### config.mk
export PLATFORM = sky130hd
export DESIGN_NAME = score_eval_multi
export DESIGN_NICKNAME = d
export VERILOG_FILES = /design/src/rtl/whack_pkg.sv /design/src/rtl/lockout_timer.sv /design/src/rtl/score_eval_multi.sv
export SDC_FILE = /design/constraint.sdc
export NUM_CORES = 1
export LEC_CHECK = 0
export BUFFER_PORTS_ARGS = -buffer_cell sky130_fd_sc_hd__buf_2
export CAP_MARGIN = 20
export CORE_MARGIN = 2
export CORE_UTILIZATION = 58
export DETAILED_ROUTE_END_ITERATION = 12
export GPL_TIMING_DRIVEN = 0
export HOLD_SLACK_MARGIN = 0.1
export PLACE_DENSITY = 0.85
export SYNTH_ARGS = -nofsm -noshare
export SYNTH_HDL_FRONTEND = slang
export SYNTH_SLANG_ARGS = --single-unit
### constraint.sdc
create_clock -name clk -period 2.6 [get_ports clk]
set_input_delay 0.52 -clock clk [delete_from_list [all_inputs] [get_ports clk]]
set_output_delay 0.52 -clock clk [all_outputs]
set_load 0.03 [all_outputs]
### src/rtl/whack_pkg.sv
// Shared types and constants for the whack-a-mole score/lives evaluator.
package whack_pkg;

  typedef enum logic [1:0] {
    READY     = 2'd0,
    LOCKED    = 2'd1,
    GAME_OVER = 2'd2
  } state_e;

  localparam int MISS_W   = 8;
  localparam int STREAK_W = 8;

  localparam logic [1:0] PTS_NORMAL = 2'd1;
  localparam logic [1:0] PTS_BONUS  = 2'd2;

  // Enough bits to hold every value from 0 up to max_lives.
  function automatic int lives_w(input int max_lives);
    return (max_lives < 1) ? 1 : $clog2(max_lives + 1);
  endfunction

endpackage

### src/rtl/lockout_timer.sv
// Post-miss lockout counter: start arms it at 0, done pulses on its final
// (LOCK_CYCLES-th) cycle, clear aborts it synchronously.
module lockout_timer #(
  parameter int LOCK_CYCLES = 100000000
) (
  input  logic clk,
  input  logic rst,
  input  logic clear,
  input  logic start,
  output logic done
);

  localparam int CNT_W = (LOCK_CYCLES > 1) ? $clog2(LOCK_CYCLES) : 1;
  localparam logic [CNT_W-1:0] LAST = CNT_W'(LOCK_CYCLES - 1);

  logic [CNT_W-1:0] cnt;
  logic             running;

  assign done = running && (cnt == LAST);

  always_ff @(posedge clk or negedge rst) begin
    if (!rst) begin
      cnt     <= '0;
      running <= 1'b0;
    end else if (clear) begin
      cnt     <= '0;
      running <= 1'b0;
    end else if (start) begin
      cnt     <= '0;
      running <= 1'b1;
    end else if (running) begin
      if (done) begin
        cnt     <= '0;
        running <= 1'b0;
      end else begin
        cnt <= cnt + CNT_W'(1);
      end
    end
  end

endmodule

### src/rtl/score_eval_multi.sv
// Score/lives evaluator between button decoder and mole generator.
// Define STREAK_BONUS_EN to award bonus points on long hit streaks.
module score_eval_multi
  import whack_pkg::*;
#(
  parameter int POS_W         = 3,
  parameter int SCORE_W       = 8,
  parameter int LOCK_CYCLES   = 100000000,
  parameter int MAX_LIVES     = 3,
  parameter int STREAK_THRESH = 4
) (
  input  logic                           clk,
  input  logic                           rst,
  input  logic                           restart,
  input  logic [POS_W-1:0]               user_guess,
  input  logic [POS_W-1:0]               mole_pos,
  input  logic                           mole_valid,
  input  logic                           mole_change,
  input  logic                           eval_now,
  output logic [SCORE_W-1:0]             score,
  output logic [MISS_W-1:0]              misses,
  output logic [lives_w(MAX_LIVES)-1:0]  lives,
  output logic [STREAK_W-1:0]            streak,
  output logic                           guess_correct,
  output logic                           guess_wrong,
  output logic                           guess_now,
  output logic                           game_over,
  output state_e                         state_dbg
);

  localparam int LIVES_W = lives_w(MAX_LIVES);
  localparam logic [SCORE_W-1:0] SCORE_MAX = '1;
`ifdef STREAK_BONUS_EN
  localparam logic [1:0] STREAK_PTS = PTS_BONUS;
`else
  localparam logic [1:0] STREAK_PTS = PTS_NORMAL;
`endif

  state_e               state_q, state_d;
  logic [SCORE_W-1:0]   score_d;
  logic [MISS_W-1:0]    misses_d;
  logic [LIVES_W-1:0]   lives_d, lives_dec;
  logic [STREAK_W-1:0]  streak_d;
  logic                 hit_latched, hit_latched_d;
  logic                 correct_d, wrong_d;
  logic                 timer_start, timer_done;
  logic                 match, eff_latched;
  logic [1:0]           pts;
  logic [SCORE_W:0]     score_sum;

  // A coinciding mole_change means this evaluation targets the new mole.
  assign eff_latched = hit_latched && !mole_change;
  assign match       = mole_valid && (user_guess == mole_pos);
  assign pts         = (int'(streak) >= STREAK_THRESH) ? STREAK_PTS : PTS_NORMAL;
  assign score_sum   = {1'b0, score} + (SCORE_W + 1)'(pts);
  assign lives_dec   = lives - LIVES_W'(1);
  assign state_dbg   = state_q;

  lockout_timer #(
    .LOCK_CYCLES(LOCK_CYCLES)
  ) u_lockout_timer (
    .clk  (clk),
    .rst  (rst),
    .clear(restart),
    .start(timer_start),
    .done (timer_done)
  );

  always_comb begin
    state_d       = state_q;
    score_d       = score;
    misses_d      = misses;
    lives_d       = lives;
    streak_d      = streak;
    hit_latched_d = eff_latched;
    correct_d     = 1'b0;
    wrong_d       = 1'b0;
    timer_start   = 1'b0;
    case (state_q)
      READY: begin
        if (eval_now) begin
          if (match && !eff_latched) begin
            correct_d     = 1'b1;
            score_d       = (score_sum > {1'b0, SCORE_MAX}) ? SCORE_MAX : score_sum[SCORE_W-1:0];
            streak_d      = (streak == '1) ? streak : streak + STREAK_W'(1);
            hit_latched_d = 1'b1;
          end else if (!match) begin
            wrong_d  = 1'b1;
            misses_d = (misses == '1) ? misses : misses + MISS_W'(1);
            streak_d = '0;
            lives_d  = lives_dec;
            if (lives_dec == '0) begin
              state_d = GAME_OVER;
            end else begin
              state_d     = LOCKED;
              timer_start = 1'b1;
            end
          end
        end
      end
      LOCKED: begin
        if (timer_done) state_d = READY;
      end
      GAME_OVER: state_d = GAME_OVER;
      default:   state_d = READY;
    endcase
  end

  always_ff @(posedge clk or negedge rst) begin
    if (!rst) begin
      state_q       <= READY;
      score         <= '0;
      misses        <= '0;
      lives         <= LIVES_W'(MAX_LIVES);
      streak        <= '0;
      hit_latched   <= 1'b0;
      guess_correct <= 1'b0;
      guess_wrong   <= 1'b0;
      guess_now     <= 1'b1;
      game_over     <= 1'b0;
    end else if (restart) begin
      state_q       <= READY;
      score         <= '0;
      misses        <= '0;
      lives         <= LIVES_W'(MAX_LIVES);
      streak        <= '0;
      hit_latched   <= 1'b0;
      guess_correct <= 1'b0;
      guess_wrong   <= 1'b0;
      guess_now     <= 1'b1;
      game_over     <= 1'b0;
    end else begin
      state_q       <= state_d;
      score         <= score_d;
      misses        <= misses_d;
      lives         <= lives_d;
      streak        <= streak_d;
      hit_latched   <= hit_latched_d;
      guess_correct <= correct_d;
      guess_wrong   <= wrong_d;
      guess_now     <= (state_d == READY);
      game_over     <= (state_d == GAME_OVER);
    end
  end

endmodule

==> results <==
- The run finished with clean final reports.
- The y dimension of the die is around 81 um.
- The most numerous cell in the Yosys netlist is sky130_fd_sc_hd__dfrtp_1.
- After synthesis, the share of flip-flops with an asynchronous set or reset is 1.00.
- The remaining max-slew budget at the tightest pin is 0.471.
- From synthesis to final layout, the design area changed by 16.5%.
- The number of top-level pins is 44.
- The starting utilization of the core area is 0.592.
- Walking the worst path, the cells encountered are inv_1 -> ha_1 -> nor4b_2 -> o41ai_1 -> clkdlybuf4s15_2 -> a2111oi_0 -> xnor2_1 -> nor2_1.
- For this run, the leading register cell type out of synthesis is sky130_fd_sc_hd__dfrtp_1.
- TritonCTS built the clock tree.
- The region available for standard cell placement spans 5820 um2.
- The critical path in this run is classified as register to register.
- The setup TNS after final layout is 0 ns.
- The family with the most delay on the worst path is compound AO/OA/AOI/OAI gates.
- The DRC violation count after routing is 0.
- In the finished design, the share of the clock period the worst path needs comes to 0.951.
- In the post-synthesis netlist, the biggest area contributors are sky130_fd_sc_hd__dfrtp_1, sky130_fd_sc_hd__xnor2_1, sky130_fd_sc_hd__nor2_1, sky130_fd_sc_hd__nand3_1, sky130_fd_sc_hd__xor2_1.
- In this run the deepest clock path goes through 2 buffers.
- Summed over all cells, the static leakage comes to 1.65 nW.
- Setup repair after global routing left no endpoint under its margin.
- The H-tree level count is 3.
- The net count of the finished layout is roughly 440.
- The final setup violation count is 0.
- The total CTS buffers is 9.
- Of the post-synthesis cell area, the dominant cell type holds 0.422.
- In the final layout, the share of cells above drive strength 1 is 0.182.
- In this run the post-CTS setup repair buffer count came out at 0.
- The arrival time of the worst setup path is 2.72 ns.
- The total half-perimeter wirelength after legalization and detailed placement is about 5500 um.
- The maximum fanout along the worst path is 6.
- The total congestion overflow is 0.
- The wire length of the first global-routing pass is ~13,000 um.
- The maximum clock rate is about 0.40 GHz.
- The transition at the pin with the smallest max-transition slack is roughly 0.8 ns.
- The cell count after synthesis is between 300 and 400.
- The kind of end point of the critical path is a register.
- The filler cell count in the final layout is between 400 and 500.
- Entering global routing, the biggest net connects 33 pins.
- For this run, the detailed router's first-pass iteration total came to 4.
- The antenna diode instance count is 0.
- The initial DRC count is 146.
- The placement row count is 28.
- The worst min-delay path category is input port to asynchronous set/reset pin.
- Clock tree synthesis selected as its root buffer the cell sky130_fd_sc_hd__clkbuf_8.
- After clock tree synthesis, the clock-pin slew on the worst setup and hold paths is about 0.08 ns.
- The data required time of the worst path is between 2 and 3 ns.
- The clock network latency to the later pin of the worst-skew pair is about 0.35 ns.
- The count of state elements after synthesis is 61.
- The final weighted congestion in routability-driven placement is 0.905.
- The maximum vdd ir drop is just under 0.4 mV.
- Hold timing on the final database bottoms out at a slack of 0.223 ns.
- During synthesis, Yosys emitted a total of 0 warnings.
- Once detail routing completed, the nets flagged for antenna violations numbered 0.
- Using the TritonRoute via totals, the vias-per-cell ratio works out to just over 6.
- The floorplan step defined a die boundary enclosing 6570 um2.
- Clock tree synthesis found a total of 61 sinks.
- From left edge to right edge, the die measures slightly above 80 um.
- The cell area after technology mapping is between 3000 and 4000 um2.
- The worst path in the final design needs a cycle of ~2.5 ns, including I/O delays and setup.
- The cell type of the slowest stage on the worst timing path is sky130_fd_sc_hd__dfstp_2.
- The area occupied by multi-input gates is between 1500 and 2000 um2.
- The net count of the mapped netlist is about 390.
- The cts-stage hold buffer count is 0.
- In this run, synthesis inferred 0 flip-flops with an integrated enable.
- The per-instance average area after synthesis is ~9.4 um2.
- Buffers placed on the I/O ports in this run total between 40 and 50.
- The initial antenna violation count is 0.
- The routed length per instance is approximately 16 um.
- The total routed wirelength is 8010 um.
- In the final layout, flip-flops and latches occupy about 1500 um2.
- Once routing completed, OpenROAD measured the worst setup slack at 0.128 ns.
- The number of global-route vias before repair was approximately 2,800.
- The number of different library cells used by synthesis comes to 57.
- The category of the worst setup path launch point is a register.
- The critical path contains buffers and inverters numbering 2 combined.
- After synthesis, the most frequently instantiated cells are sky130_fd_sc_hd__dfrtp_1, sky130_fd_sc_hd__nor2_1, sky130_fd_sc_hd__xnor2_1.
- The via total after detailed routing is 3,038.
- The cell area power density is around 560 nW/um2.
- The tool flagged a number of max-cap violations equal to 0.
- Timing analysis after detailed placement gives a worst setup slack of -0.0908 ns.
- The biggest area contributor in the post-synthesis netlist is sky130_fd_sc_hd__dfrtp_1.
- The register area share after synthesis is 0.444.
- The final count of pins violating max slew was 0.
- The number of endpoints with negative hold slack in the final report is 0.
- The total routing resource utilization after global routing is 0.265.
- The largest stage delay on the critical path is approximately 0.53 ns.
- For the final database, setup skew stands at a little under 0.01 ns.
==> sequential cells by signal, summed over array words and instances, names as in the netlist <==
register / count
guess_correct: 1
u_lockout_timer.cnt: 27
misses: 8
game_over: 1
streak: 8
guess_wrong: 1
hit_latched: 1
state_dbg: 2
guess_now: 1
u_lockout_timer.running: 1
score: 8
lives: 2
==> cells in the final DEF, fill, tap and decap left out, types with 3 or more instances in the layout <==
cell type and n:
sky130_fd_sc_hd__clkbuf_8 9, sky130_fd_sc_hd__ha_1 6, sky130_fd_sc_hd__and2_1 4, sky130_fd_sc_hd__dfstp_2 3, sky130_fd_sc_hd__nand2_1 22, sky130_fd_sc_hd__nor4_1 6, sky130_fd_sc_hd__nand3_1 22, sky130_fd_sc_hd__nor3_1 14
sky130_fd_sc_hd__or3_1 4, sky130_fd_sc_hd__xnor2_1 23, sky130_fd_sc_hd__nand2b_1 4, sky130_fd_sc_hd__o21ai_0 18, sky130_fd_sc_hd__inv_1 12, sky130_fd_sc_hd__or2_2 4, sky130_fd_sc_hd__nor2b_1 4, sky130_fd_sc_hd__xor2_1 12
sky130_fd_sc_hd__a211oi_1 10, sky130_fd_sc_hd__nor2_1 37, sky130_fd_sc_hd__and3_1 5, sky130_fd_sc_hd__a21oi_1 16, sky130_fd_sc_hd__nor3b_1 3, sky130_fd_sc_hd__nand4_1 13, sky130_fd_sc_hd__and4_1 3, sky130_fd_sc_hd__clkbuf_1 13
sky130_fd_sc_hd__buf_2 42, sky130_fd_sc_hd__dfrtp_1 58, sky130_fd_sc_hd__o31ai_1 5, sky130_fd_sc_hd__o211ai_1 4, sky130_fd_sc_hd__o2111ai_1 3
==> cells by family (layout without fill, tap and decap cells) <==
family                   after synthesis  count (layout)  share of synthesized area
AND/OR/NAND/NOR                      160             160                      0.250
AO/OA/AOI/OAI                         78              78                      0.158
flip-flops                            61              61                      0.444
XOR/XNOR                              35              35                     0.0890
buffers and inverters                 27              87                     0.0338
adder cells (fa/ha/maj)                6               6                     0.0218
multiplexers                           1               1                    0.00291
==> final timing paths <==
check,start,to,slack (ns),cells after the start
worst max-delay path,lives[1],u_lockout_timer.cnt[16],0.13,8
worst max register to register,lives[1],u_lockout_timer.cnt[16],0.13,8
min in group clk,mole_change,hit_latched,0.50,4
max in group asynchronous,rst,score[5],1.75,2
worst min-delay path,rst,u_lockout_timer.cnt[13],0.22,1
worst min register to register,streak[3],streak[3],0.52,1
==> routing by layer <==
metal | track usage | vias to the layer above | routed length [um]
li1 | - | 1463 | -
met2 | 0.435 | 79 | 3930
met5 | 0 | - | 0
met4 | 0.115 | 0 | 152
met1 | 0.340 | 1480 | 3580
met3 | 0.0567 | 16 | 355
==> through the flow <==
stage | utilization | power, mW | cell area (um2) | std cells
4_1_cts | 0.689 | 2.26 | 4010 | 503
5_1_grt | 0.690 | 2.34 | 4010 | 503
6_report | 0.690 | 2.25 | 4010 | 503
3_5_place_dp | 0.650 | 1.31 | 3780 | 487
3_3_place_gp | 0.644 | 1.29 | 3750 | 485
2_1_floorplan | - | 1.20 | 3440 | 368
==> power by group <==
part           switching [mW]  internal [mW]  leakage (nW)
Combinational           0.203         0.0905         0.704
Sequential             0.0245          0.976         0.837
Clock                   0.409          0.544         0.110
Total                   0.636           1.61          1.65
==> area by class of cell <==
cell class	instances	share of cell area
buffer	15	0.0178
clock buffer	9	0.0309
clock inverter	7	0.0246
inverter	12	0.0112
multi-input combinational	280	0.450
sequential	61	0.382
tap	75	0.0234
timing repair buffer	44	0.0602
==> timing repair <==
action,CTS,global route
endpoints found under the hold margin,0,0
pin swaps,0,0
gates resized for setup,2,1
endpoints found under the setup margin,4,1
cloned,0,0
No activity file was read; power rests on OpenSTA's default activity.
